**src/rtl/elevator_floor_ctrl.sv**
```systemverilog
// Floor-sequencing controller for a 3-floor elevator.
// Latches call buttons into a pending register and serves them with a
// direction-preserving (SCAN) state machine. One shared timer measures both
// floor-to-floor travel and door dwell. All outputs come from registered state.
module elevator_floor_ctrl #(
    parameter int TRAVEL_CYCLES = 50000000,
    parameter int DOOR_CYCLES   = 100000000,
    parameter int CNT_W         = 27
) (
    input  logic       clk,
    input  logic       rst_n,
    input  logic [2:0] call_btn,
    output logic [1:0] floor_out,
    output logic       motor_up,
    output logic       motor_down,
    output logic       door_open,
    output logic [2:0] pending
);

    typedef enum logic [1:0] {
        IDLE      = 2'd0,
        MOVE_UP   = 2'd1,
        MOVE_DOWN = 2'd2,
        DOOR_OPEN = 2'd3
    } state_t;

    typedef enum logic {
        DIR_UP   = 1'b0,
        DIR_DOWN = 1'b1
    } dir_t;

    state_t             state_q, state_d;
    dir_t               dir_q, dir_d;
    logic [1:0]         floor_q, floor_d;
    logic [2:0]         pend_q, pend_d;
    logic [CNT_W-1:0]   timer_q, timer_d;

    logic [2:0]         here_mask;
    logic [2:0]         up_mask;
    logic [2:0]         down_mask;
    logic [1:0]         floor_up;
    logic [1:0]         floor_down;
    logic               req_here;
    logic               req_above;
    logic               req_below;
    logic               above_after_up;
    logic               below_after_down;
    logic               travel_done;
    logic               door_done;
    logic               door_call;

    // Request summaries relative to the current floor and to the floor the
    // car is about to reach; decisions use only the latched pending register.
    always_comb begin
        floor_up         = floor_q + 2'd1;
        floor_down       = floor_q - 2'd1;
        here_mask        = 3'b001 << floor_q;
        up_mask          = 3'b001 << floor_up;
        down_mask        = 3'b001 << floor_down;
        req_here         = |(pend_q & here_mask);
        req_above        = 1'b0;
        req_below        = 1'b0;
        case (floor_q)
            2'd0: req_above = |pend_q[2:1];
            2'd1: begin
                req_above = pend_q[2];
                req_below = pend_q[0];
            end
            2'd2: req_below = |pend_q[1:0];
            default: begin
                req_above = 1'b0;
                req_below = 1'b0;
            end
        endcase
        // Moving up always lands on floor 1 or 2; only floor 1 has anything above.
        above_after_up   = (floor_up == 2'd1) & pend_q[2];
        // Moving down always lands on floor 1 or 0; only floor 1 has anything below.
        below_after_down = (floor_down == 2'd1) & pend_q[0];
        travel_done      = (timer_q == CNT_W'(TRAVEL_CYCLES - 1));
        door_done        = (timer_q == CNT_W'(DOOR_CYCLES - 1));
        door_call        = |(call_btn & here_mask);
    end

    // Next-state logic: request latch, SCAN decisions, travel and door timing.
    always_comb begin
        state_d = state_q;
        dir_d   = dir_q;
        floor_d = floor_q;
        timer_d = timer_q;
        pend_d  = pend_q | call_btn;
        // A call for the floor whose door is already open just extends dwell.
        if (state_q == DOOR_OPEN) begin
            pend_d = pend_q | (call_btn & ~here_mask);
        end

        case (state_q)
            IDLE: begin
                if (req_here) begin
                    state_d = DOOR_OPEN;
                    pend_d  = pend_d & ~here_mask;
                    timer_d = '0;
                end else if (req_above && (dir_q == DIR_UP || !req_below)) begin
                    state_d = MOVE_UP;
                    dir_d   = DIR_UP;
                    timer_d = '0;
                end else if (req_below) begin
                    state_d = MOVE_DOWN;
                    dir_d   = DIR_DOWN;
                    timer_d = '0;
                end
            end
            MOVE_UP: begin
                if (travel_done) begin
                    floor_d = floor_up;
                    timer_d = '0;
                    if (|(pend_q & up_mask)) begin
                        state_d = DOOR_OPEN;
                        pend_d  = pend_d & ~up_mask;
                    end else if (!above_after_up) begin
                        state_d = IDLE;
                    end
                end else begin
                    timer_d = timer_q + CNT_W'(1);
                end
            end
            MOVE_DOWN: begin
                if (travel_done) begin
                    floor_d = floor_down;
                    timer_d = '0;
                    if (|(pend_q & down_mask)) begin
                        state_d = DOOR_OPEN;
                        pend_d  = pend_d & ~down_mask;
                    end else if (!below_after_down) begin
                        state_d = IDLE;
                    end
                end else begin
                    timer_d = timer_q + CNT_W'(1);
                end
            end
            DOOR_OPEN: begin
                if (door_call) begin
                    timer_d = '0;
                end else if (door_done) begin
                    state_d = IDLE;
                    timer_d = '0;
                end else begin
                    timer_d = timer_q + CNT_W'(1);
                end
            end
            default: begin
                state_d = IDLE;
                timer_d = '0;
            end
        endcase

        // Floor code 11 is not a real floor; recover to the ground floor.
        if (floor_q == 2'b11) begin
            floor_d = 2'b00;
            state_d = IDLE;
            timer_d = '0;
        end
    end

    // State register with synchronous active-low reset.
    always_ff @(posedge clk) begin
        if (!rst_n) begin
            state_q <= IDLE;
            dir_q   <= DIR_UP;
            floor_q <= 2'b00;
            pend_q  <= 3'b000;
            timer_q <= '0;
        end else begin
            state_q <= state_d;
            dir_q   <= dir_d;
            floor_q <= floor_d;
            pend_q  <= pend_d;
            timer_q <= timer_d;
        end
    end

    assign floor_out  = floor_q;
    assign pending    = pend_q;
    assign motor_up   = (state_q == MOVE_UP);
    assign motor_down = (state_q == MOVE_DOWN);
    assign door_open  = (state_q == DOOR_OPEN);

endmodule

```
**config.mk**
```make
export PLATFORM = sky130hd
export DESIGN_NAME = elevator_floor_ctrl
export DESIGN_NICKNAME = d
export VERILOG_FILES = /design/src/rtl/elevator_floor_ctrl.sv
export SDC_FILE = /design/constraint.sdc
export NUM_CORES = 1
export LEC_CHECK = 0
export ABC_AREA = 0
export BUFFER_PORTS_ARGS = -buffer_cell sky130_fd_sc_hd__buf_2
export CAP_MARGIN = 25
export CORE_MARGIN = 1
export CORE_UTILIZATION = 40
export DETAILED_ROUTE_END_ITERATION = 6
export PLACE_DENSITY_LB_ADDON = 0.25
export SLEW_MARGIN = 40
export SYNTH_ARGS = -nofsm -noshare
export SYNTH_HDL_FRONTEND = slang
export SYNTH_SLANG_ARGS = --single-unit
```
**constraint.sdc**
```tcl
create_clock -name clk -period 4.25 [get_ports clk]
set_input_delay 1.0625 -clock clk [delete_from_list [all_inputs] [get_ports clk]]
set_output_delay 1.0625 -clock clk [all_outputs]
set_load 0.02 [all_outputs]
```
==> impl_metrics.py <==
metrics = {
    "cts": {
        "cts_tree": "done",
        "cts_resized": 0,
        "cts_setup_buffers": 0,
        "htree_levels": 2,
        "clockRootBuffer": "clkbuf_8",
        "cts.reportedPaths.clkPinSlew_ns": 0.07,
        "cts_num_sinks": 35,
        "clockBufferDepth": 2,
        "clock_latency_ns": 0.30,
        "cts_buffers": 5,
        "holdBufCountCts": 0,
    },
    "pwr": {
        "peakVddDrop_mv": 0.213,
        "p_leak_nw": 0.842,
        "power_density_nw_per_um2": 405,
    },
    "yosys": {
        "syn_inst": 272,
        "synth-main-ff-cell": "dfxtp_1",
        "synth-seq-area-share": 0.314,
        "netlist_area_um2": 2230,
        "yosysTopAreaCellShare": 0.314,
        "synth_edf_count": 0,
        "ys_top_cells_by_area": "dfxtp_1 31%, ha_1 7.3%, nor2_1 5.4%",
        "async_reset_ff_frac": 0,
        "ys_seq_elements": 35,
        "synth_nets": 290,
        "syn_area_per_cell_um2": 8.19,
        "yosys.area.top_type": "dfxtp_1",
        "synth_cell_types": 47,
        "yosysWarnings": 0,
    },
    "setup_path": {
        "cp-start-kind": "flip-flop",
        "r2r_start": "timer_q[8]",
        "cp.arrival_ns": 2.93,
        "crit_path_end_kind": "flip-flop",
        "rr_endpoint": "timer_q[4]",
        "path_class": "flip-flop to flip-flop",
        "crit_required_ns": 4.41,
        "r2r_slack_ns": 1.47,
        "r2r_cells": 6,
        "crit_path_start": "timer_q[8]",
        "endpoint": "timer_q[4]",
        "crit_path_max_fanout": 19,
    },
    "die": {
        "io_pins": 13,
        "num_rows": 26,
        "fp.coreArea_um2": 5240,
        "die_h_um": 76.6,
        "start_util": 0.425,
        "dieArea_um2": 5870,
        "die_w_um": 76.6,
    },
    "route": {
        "routed_wl_um": 5360,
        "initialDrtViolationCount": 128,
        "viasPerCell": 5.79,
        "wl_per_cell_um": 15.0,
        "vias": 2074,
        "route.detailed.drc": 0,
        "antenna_left": 0,
        "firstDrtPassIters": 5,
    },
    "timing": {
        "slew_headroom": 0.545,
        "worst_pin_slew_ns": 0.676,
        "setup_violations": 0,
        "hold_violations": 0,
        "rsz0062_at_grt": "no",
        "period_needed_ns": 2.78,
        "finalCritPeriodShare": 0.653,
        "slew_viol_final": 0,
        "max_freq_ghz": 0.360,
        "setup_tns_ns": 0,
        "fin_skew_ns": 0.00817,
    },
    "cells_and_area": {
        "area_growth_pct": 9.88,
        "antenna_cells": 0,
        "mostFrequentLayoutCells": "35 x dfxtp_1, 32 x nor2_1, 31 x nand2_1, 13 x ha_1",
        "layout-drive-gt1-share": 0.108,
        "nFillCells": 537,
        "layout.cells.most_common": "dfxtp_1",
        "layout.nets": 305,
        "final_core_util": 0.468,
    },
    "grt": {
        "grt_use_met1": 0.270,
        "grt_start_max_net_pins": 20,
        "grt_pass1_wl_um": 9310,
        "grt_pass1_vias": 1923,
        "use_met3": 0.0359,
        "antenna_found_initial": 0,
        "grt_use_total": 0.196,
        "grt-ovfl-total": 0,
        "met2_usage": 0.300,
        "busiest_layer": "met2",
    },
    "place": {
        "dp_hpwl_um": 3780,
        "io_buffers": 12,
        "gp_congestion": 0.826,
    },
    "run": {
        "cap_violations": 0,
    },
    "hold_path": {
        "hp-class": "flip-flop to flip-flop",
        "min-delay-start": "dir_q",
        "holdPathStages": 2,
    },
    "run_status": {
        "status": "finished clean",
    },
}
[sequential cells by signal, indices dropped and copies added (netlist names)]
| signal | flops |
|---|---|
| dir_q | 1 |
| timer_q | 27 |
| state_q | 2 |
| floor_out | 2 |
| pending | 3 |
[metal layers]
layer  part of all wire  routed length, um  up-vias
met3              0.036                193        9
met4              0.018                 94        0
met2               0.46               2480       44
li1                   -                  -     1029
met1               0.48               2590      992
met5                  0                  0        -
[power by group]
part           internal (W)  switching (W)
clock              0.000115       0.000124
sequential         0.000350      0.0000385
combinational      0.000127       0.000236
total              0.000593       0.000399
[cell families after synthesis]
logic type	share of synthesized area
flip-flops	0.314
AND/OR/NAND/NOR	0.332
XOR/XNOR	0.0747
adder cells (fa/ha/maj)	0.0730
multiplexers	0.0135
buffers and inverters	0.0269
AO/OA/AOI/OAI	0.166
[worst max-delay path, cell delays in order (launching register included)]
cell	delay, ns
dfxtp_1	0.35
or4_1	0.54
or4_4	0.57
nor4_4	0.44
o22ai_2	0.16
o21ai_4	0.47
nor2_1	0.11
[through the flow]
| step | instances | power, W | setup WS, ns | hold WS (ns) | instance area [um2] |
|---|---|---|---|---|---|
| 2_1_floorplan | 272 | 0.000663 | 1.61 | 0.449 | 2230 |
| 3_5_place_dp | 350 | 0.000753 | 1.07 | 0.475 | 2360 |
| 5_1_grt | 358 | 0.00105 | 1.30 | 0.522 | 2450 |
| 4_1_cts | 358 | 0.000991 | 1.33 | 0.484 | 2440 |
| 6_report | 358 | 0.000991 | 1.47 | 0.479 | 2450 |
| 3_3_place_gp | 350 | 0.000754 | 1.15 | 0.467 | 2360 |
[area by class of cell]
| cell class | instances | area, um2 | area share |
|---|---|---|---|
| well taps | 70 | 87.6 | 0.0358 |
| repair buffers | 13 | 67.6 | 0.0276 |
| inverters | 9 | 33.8 | 0.0138 |
| flip-flops and latches | 35 | 701 | 0.286 |
| clock buffers | 7 | 76.3 | 0.0312 |
| clock inverters | 1 | 5.00 | 0.00204 |
| multi-input cells | 223 | 1480 | 0.603 |
[synthesized netlist by cell type, types with 2 or more instances]
master,instances
xnor2_1,11
dfxtp_1,35
and4_1,2
nand2_1,31
and2_1,3
xor2_1,8
or3_1,4
nor2_1,32
nor4_1,6
nand3b_1,2
a21oi_1,9
and3_1,7
mux2i_1,3
nand4b_1,2
o31ai_1,6
a222oi_1,5
nand2b_1,6
ha_1,13
nand3_1,12
o21ai_0,9
a31oi_1,4
a21boi_0,5
nand4_1,12
clkbuf_1,4
inv_1,9
nor4_4,2
a32oi_1,2
or4_1,2
a22oi_1,2
nor3_1,7
[worst min path at each step]
stage / end / slack [ns]
2_1_floorplan: dir_q / 0.45
3_3_place_gp: dir_q / 0.47
3_5_place_dp: dir_q / 0.47
4_1_cts: dir_q / 0.48
5_1_grt: dir_q / 0.52
6_report: dir_q / 0.48
Note: power is estimated with default switching activity, not from simulation.
